File: src/rtl/cell_unit.sv
// cell_unit
// Cell-level client of memory_unit. Converts two-word cell operations into
// memory_unit command sequences:
//   CONS      : allocate two consecutive words, write head then tail,
//               return the base address.
//   READ_CELL : read head from base and tail from base+1.
//
// Ports
//   clk, rst (async, active-low), power (global enable; low freezes everything)
//   req_valid/req_ready/req_op/req_addr/req_head/req_tail : request handshake
//   rsp_valid/rsp_error/rsp_addr/rsp_head/rsp_tail        : one-cycle response
//   mem_func/mem_execute/mem_address/mem_write_data       : memory_unit command
//   mem_ready/mem_free_addr/mem_read_data                 : memory_unit results
//
// state      | meaning
// -----------+-----------------------------------------------------------
// IDLE       | waiting for a request (req_ready when memory_unit is ready)
// ALLOC_REQ  | GET_FREE of two words issued this cycle
// ALLOC_WAIT | waiting for the allocation result
// WRH_REQ    | SET_CONTENTS of head at base issued
// WRH_WAIT   | waiting for head write to complete
// WRT_REQ    | SET_CONTENTS of tail at base+1 issued
// WRT_WAIT   | waiting for tail write to complete
// RDH_REQ    | GET_CONTENTS at base issued
// RDH_WAIT   | waiting for head word
// RDT_REQ    | GET_CONTENTS at base+1 issued
// RDT_WAIT   | waiting for tail word
// DONE       | response strobe, back to IDLE

module cell_unit #(
    parameter int unsigned memory_addr_width = 10,
    parameter int unsigned memory_data_width = 64,
    parameter logic [7:0]  TIMEOUT           = 8'd255
) (
    input  logic                         clk,
    input  logic                         rst,
    input  logic                         power,
    input  logic                         req_valid,
    output logic                         req_ready,
    input  logic [1:0]                   req_op,
    input  logic [memory_addr_width-1:0] req_addr,
    input  logic [memory_data_width-1:0] req_head,
    input  logic [memory_data_width-1:0] req_tail,
    output logic                         rsp_valid,
    output logic                         rsp_error,
    output logic [memory_addr_width-1:0] rsp_addr,
    output logic [memory_data_width-1:0] rsp_head,
    output logic [memory_data_width-1:0] rsp_tail,
    output logic [1:0]                   mem_func,
    output logic                         mem_execute,
    output logic [memory_addr_width-1:0] mem_address,
    output logic [memory_data_width-1:0] mem_write_data,
    input  logic                         mem_ready,
    input  logic [memory_addr_width-1:0] mem_free_addr,
    input  logic [memory_data_width-1:0] mem_read_data
);

    localparam logic [1:0] GET_CONTENTS = 2'd0;
    localparam logic [1:0] SET_CONTENTS = 2'd1;
    localparam logic [1:0] GET_FREE     = 2'd2;

    localparam logic [1:0] OP_CONS = 2'd1;
    localparam logic [1:0] OP_READ = 2'd2;

    localparam logic [memory_addr_width-1:0] ADDR_ONES = '1;

    typedef enum logic [3:0] {
        IDLE, ALLOC_REQ, ALLOC_WAIT, WRH_REQ, WRH_WAIT, WRT_REQ, WRT_WAIT,
        RDH_REQ, RDH_WAIT, RDT_REQ, RDT_WAIT, DONE
    } state_t;

    state_t                         state_q, state_d;
    logic [7:0]                     cnt_q, cnt_d;
    logic [memory_addr_width-1:0]   base_q, base_d;
    logic [memory_data_width-1:0]   head_q, head_d;
    logic [memory_data_width-1:0]   tail_q, tail_d;
    logic                           err_q, err_d;
    logic                           wait_go;
    logic                           wait_to;

    assign req_ready = power && mem_ready && (state_q == IDLE);
    assign rsp_valid = (state_q == DONE);
    assign rsp_error = err_q;
    assign rsp_addr  = base_q;
    assign rsp_head  = head_q;
    assign rsp_tail  = tail_q;

    // The first wait cycle ignores mem_ready: memory_unit only drops it on
    // the edge that samples our execute strobe.
    assign wait_go = (cnt_q != 8'd0) && mem_ready;
    assign wait_to = (cnt_q == TIMEOUT);

    always_comb begin
        state_d = state_q;
        cnt_d   = cnt_q;
        base_d  = base_q;
        head_d  = head_q;
        tail_d  = tail_q;
        err_d   = err_q;
        case (state_q)
            IDLE: begin
                if (req_valid && req_ready) begin
                    base_d = req_addr;
                    head_d = req_head;
                    tail_d = req_tail;
                    err_d  = 1'b0;
                    if (req_op == OP_CONS) begin
                        state_d = ALLOC_REQ;
                    end else if (req_op == OP_READ && req_addr != ADDR_ONES) begin
                        state_d = RDH_REQ;
                    end else begin
                        state_d = DONE;
                        err_d   = 1'b1;
                    end
                end
            end
            ALLOC_REQ: begin
                state_d = ALLOC_WAIT;
                cnt_d   = 8'd0;
            end
            ALLOC_WAIT: begin
                if (wait_go) begin
                    base_d = mem_free_addr;
                    if (mem_free_addr == ADDR_ONES) begin
                        state_d = DONE;
                        err_d   = 1'b1;
                    end else begin
                        state_d = WRH_REQ;
                    end
                end else if (wait_to) begin
                    state_d = DONE;
                    err_d   = 1'b1;
                end else begin
                    cnt_d = cnt_q + 8'd1;
                end
            end
            WRH_REQ: begin
                state_d = WRH_WAIT;
                cnt_d   = 8'd0;
            end
            WRH_WAIT: begin
                if (wait_go) begin
                    state_d = WRT_REQ;
                end else if (wait_to) begin
                    state_d = DONE;
                    err_d   = 1'b1;
                end else begin
                    cnt_d = cnt_q + 8'd1;
                end
            end
            WRT_REQ: begin
                state_d = WRT_WAIT;
                cnt_d   = 8'd0;
            end
            WRT_WAIT: begin
                if (wait_go) begin
                    state_d = DONE;
                end else if (wait_to) begin
                    state_d = DONE;
                    err_d   = 1'b1;
                end else begin
                    cnt_d = cnt_q + 8'd1;
                end
            end
            RDH_REQ: begin
                state_d = RDH_WAIT;
                cnt_d   = 8'd0;
            end
            RDH_WAIT: begin
                if (wait_go) begin
                    head_d  = mem_read_data;
                    state_d = RDT_REQ;
                end else if (wait_to) begin
                    state_d = DONE;
                    err_d   = 1'b1;
                end else begin
                    cnt_d = cnt_q + 8'd1;
                end
            end
            RDT_REQ: begin
                state_d = RDT_WAIT;
                cnt_d   = 8'd0;
            end
            RDT_WAIT: begin
                if (wait_go) begin
                    tail_d  = mem_read_data;
                    state_d = DONE;
                end else if (wait_to) begin
                    state_d = DONE;
                    err_d   = 1'b1;
                end else begin
                    cnt_d = cnt_q + 8'd1;
                end
            end
            DONE: begin
                state_d = IDLE;
            end
            default: begin
                state_d = IDLE;
            end
        endcase
    end

    // Command outputs are loaded from the next state so that mem_execute is a
    // flop that is high exactly during the REQ cycle; address/func/data only
    // change on REQ entry and therefore hold until the next command.
    always_ff @(posedge clk or negedge rst) begin
        if (!rst) begin
            state_q        <= IDLE;
            cnt_q          <= 8'd0;
            base_q         <= '0;
            head_q         <= '0;
            tail_q         <= '0;
            err_q          <= 1'b0;
            mem_execute    <= 1'b0;
            mem_func       <= 2'd0;
            mem_address    <= '0;
            mem_write_data <= '0;
        end else if (power) begin
            state_q     <= state_d;
            cnt_q       <= cnt_d;
            base_q      <= base_d;
            head_q      <= head_d;
            tail_q      <= tail_d;
            err_q       <= err_d;
            mem_execute <= 1'b0;
            case (state_d)
                ALLOC_REQ: begin
                    mem_execute    <= 1'b1;
                    mem_func       <= GET_FREE;
                    mem_write_data <= memory_data_width'(2);
                end
                WRH_REQ: begin
                    mem_execute    <= 1'b1;
                    mem_func       <= SET_CONTENTS;
                    mem_address    <= base_d;
                    mem_write_data <= head_d;
                end
                WRT_REQ: begin
                    mem_execute    <= 1'b1;
                    mem_func       <= SET_CONTENTS;
                    mem_address    <= base_d + memory_addr_width'(1);
                    mem_write_data <= tail_d;
                end
                RDH_REQ: begin
                    mem_execute    <= 1'b1;
                    mem_func       <= GET_CONTENTS;
                    mem_address    <= base_d;
                    mem_write_data <= '0;
                end
                RDT_REQ: begin
                    mem_execute    <= 1'b1;
                    mem_func       <= GET_CONTENTS;
                    mem_address    <= base_d + memory_addr_width'(1);
                    mem_write_data <= '0;
                end
                default: begin
                end
            endcase
        end
    end

endmodule

File: config.mk
export PLATFORM = sky130hd
export DESIGN_NAME = cell_unit
export DESIGN_NICKNAME = d
export VERILOG_FILES = /design/src/rtl/cell_unit.sv
export SDC_FILE = /design/constraint.sdc
export NUM_CORES = 1
export LEC_CHECK = 0
export BUFFER_PORTS_ARGS = -buffer_cell sky130_fd_sc_hd__buf_2
export CORE_AREA = 2 2 169 171
export DETAILED_ROUTE_END_ITERATION = 12
export DIE_AREA = 0 0 171 173
export GPL_TIMING_DRIVEN = 0
export PLACE_DENSITY = 0.69
export SLEW_MARGIN = 20
export SYNTH_ARGS = -nofsm -noshare
export SYNTH_HDL_FRONTEND = slang
export SYNTH_SLANG_ARGS = --single-unit
File: constraint.sdc
create_clock -name clk -period 4.15 [get_ports clk]
set_clock_uncertainty 0.1 [all_clocks]
set_input_delay 1.0375 -clock clk [delete_from_list [all_inputs] [get_ports clk]]
set_output_delay 1.0375 -clock clk [all_outputs]
set_load 0.02 [all_outputs]
== Word-level counts from Yosys, hierarchy flattened ==
Cells that the tools add are included.
Storage, ports and cells
  word-level logic and storage cells: 98
  input port bits: 219
  flip-flop bits (word level): 228
  output and inout port bits: 218
Cells by class
  add/subtract/negate cells: 2
  reduce and logical (&&, ||, !) cells: 26
  mux-type cells: 34
  equality and inequality tests: 26
Operator list (number)
  64-bit two-way mux: 4
  64-bit one-hot mux with 2 select lines: 2
  64-bit one-hot mux with 4 select lines: 1
  10-bit one-hot mux with 2 select lines: 2
  4-bit one-hot mux with 10 select lines: 1
  4-bit two-way mux: 9
  4-bit by 3-bit == test with 1-bit output, second input constant: 6
  4-bit == test, second input constant: 5
  10-bit two-way mux: 2
  8-bit two-way mux: 2
  8-bit one-hot mux with 2 select lines: 1
  5-bit OR reduction: 3
  4-bit by 2-bit == test with 1-bit output, second input constant: 3
  10-bit by 1-bit adder with 10-bit output, second input constant: 1
  10-bit == test, second input constant: 1
  10-bit != test, second input constant: 1
  2-bit OR reduction: 5
  8-bit by 1-bit adder with 8-bit output, second input constant: 1
  4-bit by 1-bit == test with 1-bit output, second input constant: 2
  8-bit == test, second input constant: 1
  1-bit two-way mux: 8
  8-bit nonzero test: 1
  2-bit != test, second input constant: 3
  2-bit one-hot mux with 3 select lines: 1
  other kinds (14): 22

== Logic depth before layout (Yosys ltp) ==
  depth after elaboration: 10
  depth in mapped cells: 12
  depth with buffers taken out: 11

== Worst setup path before layout ==
No wires, ideal clock.
  path type: input-to-reg
  from: input port mem_ready
  to: register err_q (netlist: rsp_error)
  stages: 11
  setup slack: 668 ps
  arrival: 3252 ps
  data required time: 3920 ps
  buffers on the path: 4
  setup time: 130 ps
  cell sequence: clkbuf_1 inv_1 a21oi_1 a2111oi_0 a221o_1 or4b_1 clkbuf_1 buf_6 buf_2 a31oi_1 a31oi_1
Between the ends
  cells in the longest elaborated chain, start to end: 5
  elaborated cells on any way between the ends: 10
  classes of those cells: 3 x eq/ne; 2 x mux; 5 x reduce/logical
RTL lines
  start: declaration: line 53  | input logic mem_ready,
  1-bit logical AND (2 in a row): line 81  | assign req_ready = power && mem_ready && (state_q == IDLE);
  1-bit logical AND: line 102  | if (req_valid && req_ready) begin
  2-bit by 1-bit != test with 1-bit output (no source line)
  5-bit AND reduction (no source line)
  end signal: assignment: line 225  | err_q <= err_d;
  end: declaration: line 77  | logic err_q, err_d;
Parallel ways exist; a longest one is shown, timed or not.
A chain may end at the register's enable or synchronous reset.

== Worst setup path after layout ==
  from: input port power
  to: output port req_ready
Between the ends
  cells in the longest elaborated chain, start to end: 2
RTL lines
  start: declaration: line 37  | input logic power,
  1-bit logical AND (2 in a row): line 81
  end: declaration: line 39  | output logic req_ready,
No other way between the ends.

==> metrics.cfg <==
[outcome]
status=finished, final reports clean

[floorplanning]
io_pins=437
die_x_um=171
initial_utilization_pct=41.3
dieArea_sq_um=29600
placementRows=61
core_sq_um=27600
die_h_um=173

[cells_and_area]
n_fill_cell=2571
area_growth_pct=31.7
fin_nets=1790
diodes=0
drive_gt1_share_pct=32.9
fin_util_pct=54.4
seq_area_sq_um=5710
finalNonFillerCells=1964
multi_input_area_sq_um=5190

[power]
leakagePower_nw=7.07
power_density_nw_per_um2=840
peakVddDrop_v=0.000407

[placement]
portBuffers=435
globalplace.congestion=0.980
dp_cells=1918
hpwl_um=35400

[logic_synthesis]
postSynthAreaPerCell_sq_um=10.4
yosys-top-cells-area=dfrtp_1 (50%), a22o_1 (15%), a222oi_1 (6.1%), a21oi_1 (5.2%), o22ai_1 (3.5%)
synth-edff-count=0
synth_top_area_share_pct=50.0
yosys.area.top_type=dfrtp_1
synthCells=1100
synth-seq-cells=228
async_flop_share_pct=100
ys_seq_area_share_pct=50.0
syn_nets=1322
synthDistinctLibCells=64
ys_warn_count=0
syn_area_sq_um=11400
synth_ff_type=dfrtp_1

[clocking]
cts_resized=0
clk_latency_ns=0.53
numCtsBuffers=26
h-tree-depth=1
cts_tree=built
clkSinkCount=228
clockRootBuffer=clkbuf_16
clockBufferDepth=3
hold_buffers=0
post_cts_buffers=0
clkTransAtPathRegs_ns=0.06

[detailed_routing]
drt-initial-drc-count=1478
postRouteAntennaNets=0
vias_per_cell=6.23
drc_errors=0
firstDrtPassIters=10
vias=12200
wl_um=47900
routedWlPerCell_um=24.4

[sta]
worst_slew_pin_slew_ns=1.06
setup_viol=0
min_period_over_period_pct=97.6
relSlewSlack_pct=29.1
rsz0062_at_grt=no
drv_slew=0
min_period_ns=4.05
hold_slack_ns=0.283
hold_viol=0
clock.fmax_mhz=247

[grt]
grt_usage_pct=30.9
first_global_vias=11800
antenna_found_initial=0
grt_max_degree=97
gr-total-overflow=0
grt_pass1_wl_um=70900

[worst_setup_path]
setup.worst_path.end_class=output port
critical_path.top_delay_family=buffers and inverters
max_stage_delay_ns=0.75
rr_worst_depth=10
startpoint_type=primary input
arrival_ns=2.91
critical_path_buf_inv_count=4
cp_slowest_cell=clkbuf_1
required_ns=3.01
crit_chain=buf_2, clkbuf_1, clkbuf_1, and3_1, buf_2
crit_type=in -> out
reg2reg_slack_ns=0.16
r2r_end=mem_write_data[61]$_DFFE_PN0P_
reg2reg_from=cnt_q[4]$_DFFE_PN0P_
worst-path-max-fanout=10

[hold_path]
hold_path.class=in -> async

[flow_run]
drv_cap=0

==> state kept, by name (all words and copies together), names as in the netlist <==
| register | count |
|---|---|
| cnt_q | 8 |
| mem_address | 10 |
| mem_execute | 1 |
| mem_func | 2 |
| mem_write_data | 64 |
| rsp_addr | 10 |
| rsp_error | 1 |
| rsp_head | 64 |
| rsp_tail | 64 |
| state_q | 4 |
==> logic make-up after synthesis <==
family	count (synthesis)	share of synthesized area (%)
AO/OA/AOI/OAI	551	36.3
XOR/XNOR	9	0.691
adder cells (fa/ha/maj)	3	0.329
buffers and inverters	128	4.59
flip-flops	228	50.0
multiplexers	3	0.285
AND/OR/NAND/NOR	178	7.73
==> routing by layer <==
metal	track usage, %	routed length [um]	vias to the layer above
li1	-	-	5361
met4	10.7	1560	0
met2	50.8	22800	740
met5	0	0	-
met3	5.88	4340	104
met1	40.7	19100	6033
==> cell type report <==
class,count,area share (%)
plain buffers,117,3.21
clock buffers,37,5.08
clock inverters,9,0.666
inverters,11,0.275
multi-input cells,744,34.6
flip-flops and latches,228,38.0
well taps,378,3.15
repair buffers,440,15.1
==> Yosys cell counts, drive strengths merged, types with 3 or more instances <==
master,count
clkbuf,88
o31ai,7
nor3,10
a22oi,34
a21o,4
and3,6
nor4,4
o21ai,30
nand3,5
nand2,17
or4b,3
o22ai,64
and2,6
a22o,190
dfrtp,228
o21a,4
xor2,7
buf,29
nor2,99
or2,4
a222oi,69
o2111ai,3
ha,3
nand4,12
a31oi,6
inv,11
a21oi,119
==> layout by cell type (no fill, tap or decap), types with 6 or more instances in the layout <==
master / instances
a21oi_1: 119
a222oi_1: 69
a22o_1: 190
a22oi_1: 34
and2_1: 6
and3_1: 6
buf_1: 11
buf_2: 448
clkbuf_1: 92
clkbuf_16: 27
dfrtp_1: 228
inv_1: 11
nand2_1: 17
nand4_1: 12
nor2_1: 99
nor3_1: 8
o21ai_0: 25
o22ai_1: 64
o31ai_1: 6
xor2_1: 7
==> report_power, final <==
group / leakage, nW / total [mW] / internal, mW / switching (mW)
logic: 3.78 / 6.51 / 2.31 / 4.21
clock network: 0.423 / 2.34 / 1.40 / 0.948
registers: 2.87 / 3.77 / 3.07 / 0.701
==> metrics by stage <==
stage	power [mW]	setup slack, ns	instance area, sq um	setup TNS [ns]
2_1_floorplan	7.79	0.668	11400	0
3_5_place_dp	10.2	-0.459	14200	-27.04
4_1_cts	12.5	0.0917	15000	0
5_1_grt	13.3	0.00464	15000	0
3_3_place_gp	10.1	-2.14	14100	-558.33
6_report	12.6	0.0986	15000	0
==> worst max-delay path by stage <==
stage / start / cells past startpoint / to
2_1_floorplan: mem_ready / 11 / rsp_error$_DFFE_PN0P_
3_3_place_gp: rst / 1 / rsp_head[22]$_DFFE_PN0P_
3_5_place_dp: mem_ready / 10 / mem_write_data[1]$_DFFE_PN0P_
4_1_cts: mem_ready / 10 / mem_write_data[1]$_DFFE_PN0P_
5_1_grt: cnt_q[0]$_DFFE_PN0P_ / 11 / mem_write_data[31]$_DFFE_PN0P_
6_report: power / 5 / req_ready
Note: power is estimated with default switching activity, not from simulation.
